--- src/rtl/pipe_stage_buf_if.sv ---
`default_nettype none
// ============================================================================
// Module      : pipe_stage_buf_if
// Description : Handshake bundle between a pipeline stage buffer and its
//               upstream/downstream neighbours.
// Revision    : 1.0 - initial release
// ============================================================================
interface pipe_stage_buf_if #(
  parameter int WIDTH = 256,
  parameter int DEPTH = 2,
  parameter int CNT_W = $clog2(DEPTH + 1)
);
  logic             flush;
  logic             in_valid;
  logic [WIDTH-1:0] in_data;
  logic             in_ready;
  logic             out_valid;
  logic [WIDTH-1:0] out_data;
  logic             out_ready;
  logic [CNT_W-1:0] count;
  logic [31:0]      stall_cnt;
  logic [31:0]      bubble_cnt;

  modport master (
    output flush, in_valid, in_data, out_ready,
    input  in_ready, out_valid, out_data, count, stall_cnt, bubble_cnt
  );

  modport slave (
    input  flush, in_valid, in_data, out_ready,
    output in_ready, out_valid, out_data, count, stall_cnt, bubble_cnt
  );
endinterface
`default_nettype wire

--- src/rtl/pipe_stage_buf.sv ---
`default_nettype none
// ============================================================================
// Module      : pipe_stage_buf
// Description : DEPTH-entry elastic pipeline register with flush; optional
//               stall/bubble counters enabled by PIPE_STAGE_BUF_PERF_EN.
// Revision    : 1.0 - initial release
// ============================================================================
module pipe_stage_buf #(
  parameter int WIDTH = 256,
  parameter int DEPTH = 2,
  parameter int CNT_W = $clog2(DEPTH + 1)
) (
  input  wire logic        clk,
  input  wire logic        rst,
  pipe_stage_buf_if.slave  bus
);
  localparam int                 c_PTR_W    = (DEPTH > 1) ? $clog2(DEPTH) : 1;
  localparam logic [c_PTR_W-1:0] c_PTR_LAST = c_PTR_W'(DEPTH - 1);
  localparam logic [CNT_W-1:0]   c_FULL     = CNT_W'(DEPTH);

  logic [WIDTH-1:0]   r_mem [DEPTH];
  logic [c_PTR_W-1:0] r_rp;
  logic [c_PTR_W-1:0] r_wp;
  logic [CNT_W-1:0]   r_count;

  logic w_in_ready;
  logic w_out_valid;
  logic w_push;
  logic w_pop;

  // Ready comes purely from registered occupancy: no out_ready -> in_ready path.
  assign w_in_ready  = (r_count < c_FULL);
  assign w_out_valid = (r_count != '0);
  assign w_push      = bus.in_valid & w_in_ready & ~bus.flush;
  assign w_pop       = w_out_valid & bus.out_ready & ~bus.flush;

  function automatic logic [c_PTR_W-1:0] f_next(input logic [c_PTR_W-1:0] p);
    return (p == c_PTR_LAST) ? '0 : p + c_PTR_W'(1);
  endfunction

  always_ff @(posedge clk) begin
    if (rst || bus.flush) begin
      r_rp    <= '0;
      r_wp    <= '0;
      r_count <= '0;
      for (int i = 0; i < DEPTH; i++) begin
        r_mem[i] <= '0;
      end
    end else begin
      if (w_push) begin
        r_mem[r_wp] <= bus.in_data;
        r_wp        <= f_next(r_wp);
      end
      if (w_pop) begin
        r_rp <= f_next(r_rp);
      end
      case ({w_push, w_pop})
        2'b10:   r_count <= r_count + CNT_W'(1);
        2'b01:   r_count <= r_count - CNT_W'(1);
        default: r_count <= r_count;
      endcase
    end
  end

  assign bus.in_ready  = w_in_ready;
  assign bus.out_valid = w_out_valid;
  assign bus.out_data  = w_out_valid ? r_mem[r_rp] : '0;
  assign bus.count     = r_count;

`ifdef PIPE_STAGE_BUF_PERF_EN
  logic [31:0] r_stall_cnt;
  logic [31:0] r_bubble_cnt;

  // Counters survive flush; only rst clears them. Both saturate.
  always_ff @(posedge clk) begin
    if (rst) begin
      r_stall_cnt  <= '0;
      r_bubble_cnt <= '0;
    end else begin
      if (w_out_valid && !bus.out_ready && !bus.flush && (r_stall_cnt != '1)) begin
        r_stall_cnt <= r_stall_cnt + 32'd1;
      end
      if (!w_out_valid && bus.out_ready && (r_bubble_cnt != '1)) begin
        r_bubble_cnt <= r_bubble_cnt + 32'd1;
      end
    end
  end

  assign bus.stall_cnt  = r_stall_cnt;
  assign bus.bubble_cnt = r_bubble_cnt;
`else
  assign bus.stall_cnt  = 32'd0;
  assign bus.bubble_cnt = 32'd0;
`endif
endmodule
`default_nettype wire

--- src/flat_wrapper.sv ---
// flat-port wrapper written by rule: the top's interface ports become plain ports
module pipe_stage_buf_flat 
#(
  parameter int WIDTH = 256,
  parameter int DEPTH = 2,
  parameter int CNT_W = $clog2(DEPTH + 1)
)
  (clk, rst, bus_flush, bus_in_valid, bus_in_data, bus_out_ready, bus_in_ready, bus_out_valid, bus_out_data, bus_count, bus_stall_cnt, bus_bubble_cnt);
  pipe_stage_buf_if #(.WIDTH(WIDTH), .DEPTH(DEPTH), .CNT_W(CNT_W)) bus_i ();
  input  wire logic clk;
  input  wire logic rst;
  input wire logic [$bits(bus_i.flush)-1:0] bus_flush;
  input wire logic [$bits(bus_i.in_valid)-1:0] bus_in_valid;
  input wire logic [$bits(bus_i.in_data)-1:0] bus_in_data;
  input wire logic [$bits(bus_i.out_ready)-1:0] bus_out_ready;
  output wire logic [$bits(bus_i.in_ready)-1:0] bus_in_ready;
  output wire logic [$bits(bus_i.out_valid)-1:0] bus_out_valid;
  output wire logic [$bits(bus_i.out_data)-1:0] bus_out_data;
  output wire logic [$bits(bus_i.count)-1:0] bus_count;
  output wire logic [$bits(bus_i.stall_cnt)-1:0] bus_stall_cnt;
  output wire logic [$bits(bus_i.bubble_cnt)-1:0] bus_bubble_cnt;
  assign bus_i.flush = bus_flush;
  assign bus_i.in_valid = bus_in_valid;
  assign bus_i.in_data = bus_in_data;
  assign bus_i.out_ready = bus_out_ready;
  assign bus_in_ready = bus_i.in_ready;
  assign bus_out_valid = bus_i.out_valid;
  assign bus_out_data = bus_i.out_data;
  assign bus_count = bus_i.count;
  assign bus_stall_cnt = bus_i.stall_cnt;
  assign bus_bubble_cnt = bus_i.bubble_cnt;
  pipe_stage_buf #(.WIDTH(WIDTH), .DEPTH(DEPTH), .CNT_W(CNT_W)) u_core (.clk(clk), .rst(rst), .bus(bus_i));
endmodule
--- config.mk ---
export PLATFORM = sky130hd
export DESIGN_NAME = pipe_stage_buf_flat
export DESIGN_NICKNAME = d
export VERILOG_FILES = /design/src/rtl/pipe_stage_buf_if.sv /design/src/rtl/pipe_stage_buf.sv /design/src/flat_wrapper.sv
export SDC_FILE = /design/constraint.sdc
export NUM_CORES = 1
export LEC_CHECK = 0
export ABC_AREA = 1
export BUFFER_PORTS_ARGS = -buffer_cell sky130_fd_sc_hd__buf_2
export CORE_MARGIN = 3
export CORE_UTILIZATION = 45
export DETAILED_ROUTE_END_ITERATION = 10
export GPL_ROUTABILITY_DRIVEN = 0
export GPL_TIMING_DRIVEN = 0
export PLACE_DENSITY = 0.68
export SLEW_MARGIN = 10
export SYNTH_ARGS = -nofsm -noshare
export SYNTH_HDL_FRONTEND = slang
export SYNTH_SLANG_ARGS = --single-unit
export TNS_END_PERCENT = 100
--- constraint.sdc ---
create_clock -name clk -period 18 [get_ports clk]
set_clock_uncertainty 0.15 [all_clocks]
set_input_delay 0.9 -clock clk [delete_from_list [all_inputs] [get_ports clk]]
set_output_delay 0.9 -clock clk [all_outputs]
set_load 0.005 [all_outputs]
# ---- Word level (Yosys, flattened, before mapping)
# Memory sizes are Yosys's and may differ from the RTL's. A register that Yosys moved wholly into a read port is not among the register bits.
# Index checks and enable logic that the tools add are counted.
dict set report totals {
  output_inout_bits 324
  elab_cells 34
  mem_count 1
  regBits 4
  inputBits 261
  ramBits 512
}
dict set report op_classes {
  reduce_logical 4
  n_eq_ne 2
  n_addsub 4
  n_mux 14
  n_lt_le_gt_ge 1
  bitwise 5
}
# memory depth width rd rd_clocked_by_memory_dff wr line_no
set memory_table {}
lappend memory_table {u_core.r_mem 2 256 1 1 2 pipe_stage_buf.sv:21} ;# logic [WIDTH-1:0] r_mem [DEPTH];
# op n
set op_table {}
lappend op_table {{256-bit two-way mux} 2}
lappend op_table {{256-bit OR reduction} 1}
lappend op_table {{1-bit two-way mux} 11}
lappend op_table {{1-bit AND} 4}
lappend op_table {{2-bit one-hot mux with 2 select lines} 1}
lappend op_table {{2-bit nonzero test} 2}
lappend op_table {{1-bit adder (second input constant)} 2}
lappend op_table {{2-bit by 1-bit adder with 2-bit output (second input constant)} 1}
lappend op_table {{2-bit by 1-bit equality test with 1-bit output (second input constant)} 1}
lappend op_table {{2-bit equality test (second input constant)} 1}
lappend op_table {{2-bit < comparator (second input constant)} 1}
lappend op_table {{2-bit by 1-bit subtractor with 2-bit output (second input constant)} 1}
lappend op_table {{1-bit logical OR} 1}
lappend op_table {{1-bit NOT} 1}

# ---- Depth between registers and ports, before layout
# Gate-level depths: netlist (run 1).
dict set report depth {
  ltp_word 8
  ltp_mapped 10
  depth_no_buf 10
}

# ---- Worst setup path before layout (run 1)
# OpenSTA, ideal clock, no wires.
dict set report synth_path {
  path_type {input to register}
  from {in bus_flush}
  to {mem u_core.r_mem[0][0] (enable)}
  path_stages 7
  setup_time_ns 0.630
  path_buffers 2
  setup_slack_ns 10.241
  t_arrival_ns 6.979
  t_required_ns 17.220
  path_cell_list {inv_1 nand3_4 nor2_2 nand2_2 buf_4 buf_6 nand2_1}
}
# element line_no
set synth_lines {}
lappend synth_lines {{start, declared} flat_wrapper.sv:12} ;# input wire logic [$bits(bus_i.flush)-1:0] bus_flush;
lappend synth_lines {{end, declared} pipe_stage_buf.sv:21}

==> flow_summary.toml, run 1 <==
[route]
num_vias = 18000
drc = 0
routed_wirelength_um = 66000
antenna_left = 0
drtPass1Iterations = 5
routedWlPerCell_um = 18.0
drt_iter0_drc = 1312
routed_via_density = 4.90

[worst_setup_path]
regToRegSetupSlack_ns = 15.05
crit_required_ns = 16.95
arrival_ns = 2.35
end_kind = "primary output"
worstRegToRegCells = 10
crit_path_cell_trace = "buf_2, inv_1, buf_2, buf_2, nand2_1, a21oi_1, buf_2"
path_max_fanout = 10
path_class = "register to primary output"
critical-path-max-stage-delay_ns = 0.34
r2r-end = "u_core.r_mem[0][97]$_SDFFCE_PN0P_"
cp_common_cell = "buf_2"
slowest_stage = "a21oi_1"
worstSetupStartpointType = "register"
crit_buf_inv = 5
critical_path.top_delay_family = "buffers and inverters"
timing.rr.start = "u_core.bus.count[1]$_SDFFE_PP0P_"

[sta]
setup_ws_ns = 14.60
slew_headroom_pct = 61.8
setup_tns_ns = 0
slew_violations = 0
hold_violations = 0
tightest_slew_ns = 0.573
timing.fmax_mhz = 294
rsz0062_at_grt = "no"
timing.hold.ws_ns = 0.362
setup_viol = 0
fin_crit_ns = 3.40
period_share_pct = 18.9

[placed_design]
dp_worst_setup_slack_ns = 14.36
place_area_um2 = 27200
numPortBuffers = 520
post-dp-hpwl_um = 46700

[global_routing]
grt_overflow = 0
antenna_found_initial = 11
grt_start_max_net_pins = 59
grt_first_pass_wirelength_um = 97200
grt_pass1_vias = 17600
track_usage_pct = 23.2

[synth]
synth_most_common_cell = "nor2_1"
ys_top_cells_by_area = "edfxtp_1 66%, nor2_1 8.5%, nand2_1 8.4%, a21oi_1 5.6%, inv_1 4.3%"
yosysTopAreaCellShare_pct = 66.3
ys_async_sr_fraction_pct = 0
synth_common_cells = "523 x nor2_1, 521 x nand2_1, 512 x edfxtp_1, 263 x inv_1, 258 x a21oi_1"
synth_edf_count = 512
postSynthAreaPerCell_um2 = 10.1
ys_seq_area_share_pct = 66.7
synth_area_leader_cell = "edfxtp_1"
yosys_warnings = 0
syn_inst = 2298
ys.flop_type = "edfxtp_1"
syn_area_um2 = 23200
synth_cell_types = 20
synth_seq_cells = 517

[clock_network]
cts.clk_slew.worst_paths_ns = 0.06
numCtsBuffers = 54
postCtsResizedCells = 0
hold_buffers = 0
worstSkewPairLatency_ns = 0.58
cts.path.max_buffers = 3
htreeDepth = 2
cts-root-buf = "clkbuf_16"
cts_tree = "built"
cts_setup_buffers = 0
clock_sinks = 517

[run_status]
outcome = "finished, final reports clean"

[floorplanning]
start_util_pct = 45.9
ios = 585
row_count = 82
fp.dieW_um = 233
coreArea_um2 = 50600
die_h_um = 233
design.die.area_um2 = 54300

[hold_path]
hold_start = "u_core.r_rp$_SDFFE_PP0P_"
hp-class = "register to register"
holdPathStages = 2

[layout]
syn_to_final_growth_pct = 24.4
fin_area_um2 = 28900
nets = 3209
drive_gt1_share_pct = 27.0

[power]
power_leakage_nw = 13.6
power.total_mw = 2.66
p_per_area_nw_per_um2 = 92.2
ir_drop_mv = 0.103

[flow_run]
maxCapViolCount = 0
==> worst register-to-register path, cell delays in order, from the launching register on <==
cell and delay [ns]:
dfxtp_1 0.37, inv_2 0.10, nand3_4 0.09, nor2_2 0.10, nand2_2 0.14, buf_4 0.23
buf_6 0.16, nand2_4 0.33, buf_12 0.28, buf_16 0.31, buf_12 0.34
==> routing by layer <==
layer  global-route usage (%)  vias to the layer above  routed length [um]
met5                        0                        -                  48
met4                     7.97                        8                2090
met3                     5.97                      124                5830
met2                     39.9                      737               32800
met1                     28.3                     8590               25200
li1                         -                     8536                   -
==> power by group <==
part / total, mW / switching [mW] / internal [mW]
registers: 1.41 / 0.0171 / 1.39
logic: 0.184 / 0.116 / 0.0687
clock network: 1.07 / 0.455 / 0.617
==> flip-flops by register name, indices dropped and copies added (netlist names), named ones only <==
name and cells:
u_core.r_mem 512, u_core.bus.count 2, u_core.r_wp 1, u_core.r_rp 1
==> placed cells by master, fill, tap and decap left out, drive strengths merged <==
| cell | synthesis | final |
|---|---|---|
| clkinvlp | 0 | 1 |
| edfxtp | 512 | 512 |
| buf | 197 | 727 |
| clkinv | 0 | 25 |
| conb | 1 | 64 |
| nand4 | 1 | 1 |
| bufinv | 0 | 3 |
| diode | 0 | 9 |
| a21oi | 258 | 258 |
| nand2 | 522 | 522 |
| dfxtp | 5 | 5 |
| nor2 | 524 | 524 |
| inv | 265 | 266 |
| clkbuf | 8 | 77 |
| nand3 | 3 | 3 |
| ha | 1 | 1 |
| o21ai | 1 | 1 |
==> kinds of logic (layout without fill, tap and decap cells) <==
family,after synthesis,in the layout,synth area share [%]
compound gates,259,259,5.59
fa+ha+maj,1,1,0.0539
other cells,1,73,0.0162
flops,517,517,66.7
simple gates,1050,1050,17.1
buf+inv,470,1099,10.5
==> how the worst max path moves through the flow <==
stage,endpoint,start,depth (start not counted),slack (ns)
floorplan,u_core.r_mem[0][0]$_SDFFCE_PN0P_,bus_flush,7,10.24
global placement,u_core.r_mem[0][97]$_SDFFCE_PN0P_,bus_flush,8,6.24
detailed placement,u_core.r_mem[0][98]$_SDFFCE_PN0P_,bus_flush,11,14.36
CTS,bus_out_data[42],register,7,14.50
global route,bus_out_data[42],register,7,14.46
finish,bus_out_data[181],register,7,14.60
==> area by class of cell <==
class / count / area, um2
Sequential cell: 517 / 15500
Tap cell: 672 / 841
Multi-Input combinational cell: 1374 / 5530
Inverter: 265 / 995
Timing Repair Buffer: 530 / 2860
Buffer: 205 / 1450
Clock inverter: 30 / 213
Antenna cell: 9 / 22.5
Fill cell: 4358 / 21700
Clock buffer: 69 / 1470
==> metrics by stage <==
stage,util [%],instances
3_5_place_dp,53.7,3563
4_1_cts,57.0,3662
3_3_place_gp,53.1,3553
6_report,57.1,3671
5_1_grt,57.0,3665
2_1_floorplan,-,2361
Note: power is estimated with default switching activity, not from simulation.
==> inputs of run 2 (changes only) <==
- ABC_AREA: 1 -> 0
- PLACE_DENSITY: 0.68 -> 0.71
- clock period: 18 -> 2.8 ns (I/O delays scaled with it)
==> flow_summary.toml, run 2 <==
[worst_setup_path]
r2r-end = "u_core.r_mem[0][7]$_SDFFCE_PN0P_"
worstRegToRegCells = 6
regToRegSetupSlack_ns = 0.15
slowest_stage = "buf_2"
worstSetupStartpointType = "register"
path_max_fanout = 10
cp_common_cell = "buf_2"
critical-path-max-stage-delay_ns = 0.37
crit_path_cell_trace = "clkbuf_1, buf_2, buf_2, mux2i_1, nor2_1, buf_2"
arrival_ns = 2.42
timing.rr.start = "u_core.bus.count[1]$_SDFFE_PP0P_"
path_class = "register to primary output"
crit_required_ns = 2.51
end_kind = "primary output"

[synth]
synth_cell_types = 24
yosys_warnings = 0
synth_area_leader_cell = "edfxtp_1"
ys_top_cells_by_area = "edfxtp_1 65%, and3_1 14%, mux2i_1 11%, nor2_1 4.2%, buf_4 2.1%"
synth_common_cells = "512 x and3_1, 512 x edfxtp_1, 262 x nor2_1, 256 x mux2i_1, 96 x buf_2"
ys_seq_area_share_pct = 65.4
yosysTopAreaCellShare_pct = 65.0
syn_area_um2 = 23700
ys.flop_type = "edfxtp_1"
ys_async_sr_fraction_pct = 0
synth_edf_count = 512
syn_inst = 1804
synth_seq_cells = 517
postSynthAreaPerCell_um2 = 13.1

[layout]
largest_reg_flops = 512
fin_cells = 3444
layout_commonest_cell = "buf_2"
regMostFlops = "u_core.r_mem"
syn_to_final_growth_pct = 34.9
fillers = 3947
layout_common_cells = "612 x buf_2, 512 x and3_1, 512 x edfxtp_1, 260 x nor2_1, 260 x dlygate4sd3_1"
postLayoutCoreUtil_pct = 61.8
drive_gt1_share_pct = 28.8
nets = 2975

[sta]
hold_violations = 0
timing.fmax_mhz = 369
setup_ws_ns = 0.0877
setup_viol = 0
fin_crit_ns = 2.71
period_share_pct = 96.9
tightest_slew_ns = 0.952
slew_violations = 0
setup_tns_ns = 0
slew_headroom_pct = 36.5
timing.hold.ws_ns = 0.0715

[hold_path]
hp-class = "input pin to register"
hold_start = "bus_in_valid"
holdPathStages = 6
worst_hold_path.endpoint = "u_core.bus.count[0]$_SDFFE_PP0P_"

[global_routing]
antenna_found_initial = 12
grt_pass1_vias = 19100
track_usage_pct = 25.9
grt_first_pass_wirelength_um = 112000
grt_start_max_net_pins = 94
grt_overflow = 0

[power]
ir_drop_mv = 0.547
p_per_area_nw_per_um2 = 550
power_frac_seq_pct = 51.5
p_int_mw = 13.6
p_sw_share_pct = 22.6
power_leakage_nw = 15.1
switching_power_mw = 3.98
comb_power_share_pct = 9.1
power.share.clock_pct = 39.4

[route]
drt_iter0_drc = 1441
routedWlPerCell_um = 21.6
antenna_left = 0
num_vias = 18400
drtPass1Iterations = 5
routed_via_density = 5.34
drc = 0
routed_wirelength_um = 74400

[placed_design]
dp_worst_setup_slack_ns = -0.298
numPortBuffers = 520
post-dp-hpwl_um = 48400
dp_cells = 3071

[floorplanning]
row_count = 83
ios = 585
fp.dieW_um = 235
die_h_um = 235
design.die.area_um2 = 55400
coreArea_um2 = 51700
start_util_pct = 45.8

[clock_network]
htreeDepth = 2
cts.path.max_buffers = 3
clock_sinks = 517
cts.clk_slew.worst_paths_ns = 0.06
cts-root-buf = "clkbuf_16"
numCtsBuffers = 54
cts_tree = "built"
worstSkewPairLatency_ns = 0.59

[run_status]
outcome = "finished, final reports clean"

[flow_run]
maxCapViolCount = 0
-- run 2: cell types whose count changed in the layout (fill, tap and decap cells not counted), sizes merged, moves of 3 or more --
cell         previous run  this run
nand2                 522         8
and3                    0       512
inv                   266         4
nor2                  524       263
dlygate4sd3             0       260
a21oi                 258         2
mux2i                   0       256
clkbuf                 77       134
buf                   727       689
nand3                   3         0
-- run 2: final cells by class --
| class | count | area, um2 | share of cell area, % |
|---|---|---|---|
| Clock inverter | 32 | 253 | 0.791 |
| Buffer | 233 | 1300 | 4.06 |
| Timing Repair Buffer | 787 | 5400 | 16.9 |
| Tap cell | 680 | 851 | 2.66 |
| Antenna cell | 10 | 25.0 | 0.0784 |
| Inverter | 3 | 11.3 | 0.0353 |
| Clock buffer | 65 | 1410 | 4.43 |
| Multi-Input combinational cell | 1117 | 7220 | 22.6 |
| Sequential cell | 517 | 15500 | 48.5 |
-- run 2: how the worst max path moves through the flow --
stage	startpoint	to	slack (ns)
floorplan	u_core.bus.count[1]$_SDFFE_PP0P_	u_core.r_mem[1][0]$_SDFFCE_PN0P_	0.24
global placement	u_core.bus.count[1]$_SDFFE_PP0P_	u_core.r_mem[1][86]$_SDFFCE_PN0P_	-0.74
detailed placement	u_core.bus.count[1]$_SDFFE_PP0P_	u_core.r_mem[1][105]$_SDFFCE_PN0P_	-0.30
CTS	u_core.bus.count[1]$_SDFFE_PP0P_	bus_out_data[153]	0.03
global route	u_core.bus.count[1]$_SDFFE_PP0P_	bus_out_data[49]	-0.01
finish	register	bus_out_data[163]	0.09
-- run 2: power groups by stage --
| stage | combinational, mW | sequential [mW] | clock [mW] |
|---|---|---|---|
| final | 1.60 | 9.05 | 6.93 |
| after global routing | 1.73 | 9.08 | 7.33 |
| after CTS | 1.57 | 9.04 | 7.00 |
| after detailed placement | 1.23 | 9.20 | 0 |
| after global placement | 1.19 | 9.20 | 0 |
| after floorplan | 0.667 | 9.17 | 0 |
-- run 2: critical path: cells and delay by family (launching register included) --
| family | cells | cell delay (ns) |
|---|---|---|
| flops | 1 | 0.30 |
| mux | 1 | 0.12 |
| simple gates | 1 | 0.27 |
| buf+inv | 4 | 1.12 |
-- run 2: stage by stage --
step	total power, mW	cell area (um2)
after floorplan	9.84	23900
after global placement	10.4	27400
after detailed placement	10.4	27500
after CTS	17.6	31900
after global routing	18.1	31900
final	17.6	31900
-- run 2: cells by family after synthesis --
family / share of synthesized area (%)
adder cells (fa/ha/maj): 0.0529
buffers and inverters: 5.50
XOR/XNOR: 0.111
other: 0.0158
flip-flops: 65.4
AND/OR/NAND/NOR: 18.0
multiplexers: 10.8
AO/OA/AOI/OAI: 0.106
-- run 2: timing repair --
item,in CTS,in global routing
cloned,6,0
endpoints found under the setup margin,548,14
setup buffers,0,0
resized for setup,5,2
hold endpoints to repair,517,0
hold buffers,260,0
-- run 2: layer usage --
layer  part of all wire [%]  global-route usage, %
met5                  0.017                      0
met4                    4.2                   10.8
met2                     49                   43.4
met3                    7.1                   5.12
met1                     39                   33.0
==> inputs of run 3 (changes only) <==
- CORE_UTILIZATION: 45 -> 30
- PLACE_DENSITY: 0.71 -> 0.51
==> flow_summary.toml, run 3 (synthesis gave the netlist of run 2 again) <==
[worst_setup_path]
path_class = "input pin to register"
arrival_ns = 2.78
crit_path_cell_trace = "dlygate4sd3_1, buf_2, nor2_1, nand2_8, bufbuf_16"
worstSetupStartpointType = "input pin"
end_kind = "register"
slowest_stage = "nor2_1"
crit_required_ns = 2.93
critical-path-max-stage-delay_ns = 0.87
path_max_fanout = 79

[layout]
largest_reg_flops = 512
layout_common_cells = "598 x buf_2, 512 x and3_1, 512 x edfxtp_1, 261 x nor2_1, 260 x dlygate4sd3_1"
fin_cells = 3812
layout_commonest_cell = "buf_2"
nets = 2979
regMostFlops = "u_core.r_mem"
syn_to_final_growth_pct = 37.7
drive_gt1_share_pct = 28.7

[global_routing]
grt_pass1_vias = 18800
antenna_found_initial = 11
grt_first_pass_wirelength_um = 115000
grt_overflow = 0
grt_start_max_net_pins = 81
track_usage_pct = 18.2

[power]
power.total_mw = 18.2
p_per_area_nw_per_um2 = 557
power_frac_seq_pct = 49.8
comb_power_share_pct = 8.9
p_int_mw = 14.0
ir_drop_mv = 0.448
p_sw_share_pct = 22.7
power_leakage_nw = 15.2
power.share.clock_pct = 41.4
switching_power_mw = 4.12

[sta]
timing.fmax_mhz = 378
slew_violations = 0
rsz0062_at_grt = "no"
period_share_pct = 94.4
setup_viol = 0
timing.hold.ws_ns = 0.232
fin_crit_ns = 2.64
tightest_slew_ns = 1.13
slew_headroom_pct = 24.3
hold_violations = 0
setup_tns_ns = 0

[clock_network]
clock_sinks = 517
worstSkewPairLatency_ns = 0.59
htreeDepth = 2
cts.path.max_buffers = 3
cts_tree = "built"
numCtsBuffers = 59
cts-root-buf = "clkbuf_16"
cts.clk_slew.worst_paths_ns = 0.05

[floorplanning]
ios = 585
coreArea_um2 = 77800
row_count = 102
start_util_pct = 30.4
die_h_um = 287
fp.dieW_um = 287
design.die.area_um2 = 82300

[route]
routed_wirelength_um = 77400
antenna_left = 0
routedWlPerCell_um = 20.3
drtPass1Iterations = 5
num_vias = 17700
routed_via_density = 4.64
drt_iter0_drc = 967
drc = 0

[placed_design]
dp_cells = 3433
numPortBuffers = 520
post-dp-hpwl_um = 53000

[run_status]
outcome = "finished, final reports clean"

[hold_path]
hp-class = "input pin to register"

[flow_run]
maxCapViolCount = 0
## run 3: cell types whose count changed in the layout (fill, tap and decap cells not counted), moves of 2 or more
cell	previous run	this run
clkbuf_1	68	64
nor2_2	2	0
clkbuf_4	2	6
nand2_4	4	2
clkbuf_16	55	61
clkinv_2	14	8
clkinvlp_4	0	2
clkinv_1	12	21
buf_4	67	80
buf_2	612	598
## run 3: power by group through the flow
| stage | clock (mW) | sequential (mW) | combinational [mW] |
|---|---|---|---|
| after floorplan | 0 | 9.17 | 0.667 |
| after global placement | 0 | 9.20 | 1.26 |
| after detailed placement | 0 | 9.20 | 1.30 |
| after CTS | 7.72 | 9.03 | 1.63 |
| after global routing | 7.98 | 9.07 | 1.76 |
| final | 7.51 | 9.03 | 1.61 |
## run 3: final cells by class
| cell class | count | area [um2] |
|---|---|---|
| Clock inverter | 38 | 302 |
| Timing Repair Buffer | 789 | 5400 |
| Inverter | 3 | 11.3 |
| Antenna cell | 10 | 25.0 |
| Sequential cell | 517 | 15500 |
| Clock buffer | 68 | 1550 |
| Multi-Input combinational cell | 1115 | 7190 |
| Fill cell | 7503 | 45300 |
| Tap cell | 1040 | 1300 |
| Buffer | 232 | 1330 |
## run 3: critical path, delay by kind of cell
family | cells | cell delay (ns)
buffers and inverters | 3 | 1.31
AND/OR/NAND/NOR | 2 | 1.30
## run 3: what timing repair did
item                                    4_1_cts  5_1_grt
pin swaps                                     1        1
hold buffers                                260        0
endpoints found under the setup margin      684       70
hold endpoints to repair                    517        0
resized for setup                            15        6
buffers inserted                              1        2
cloned                                        3        0
## run 3: routing by layer
metal	vias up	global-route usage, %	routed length (um)
met5	-	0	25
met2	521	31.4	38400
met1	8696	22.8	32000
met4	4	6.11	2370
li1	8336	-	-
met3	138	3.58	4630
## run 3: metrics by stage
step / util, % / setup WS [ns] / instance area [um2]
4_1_cts: 41.8 / 0.00515 / 32500
2_1_floorplan: - / 0.240 / 23900
3_3_place_gp: 35.8 / -1.09 / 27800
6_report: 41.9 / 0.156 / 32600
3_5_place_dp: 36.0 / -0.558 / 28000
5_1_grt: 41.8 / 0.0103 / 32600
## run 3: worst paths after layout
check	endpoint	slack [ns]	cells past startpoint	start
setup / recovery	u_core.r_mem[1][81]$_SDFFCE_PN0P_	0.16	5	bus_flush
hold / removal	u_core.r_mem[1][249]$_SDFFCE_PN0P_	0.23	3	bus_in_data[249]
setup reg to reg	u_core.r_mem[1][81]$_SDFFCE_PN0P_	0.19	5	u_core.bus.count[1]$_SDFFE_PP0P_
hold reg to reg	register	0.36	2	u_core.r_rp$_SDFFE_PP0P_
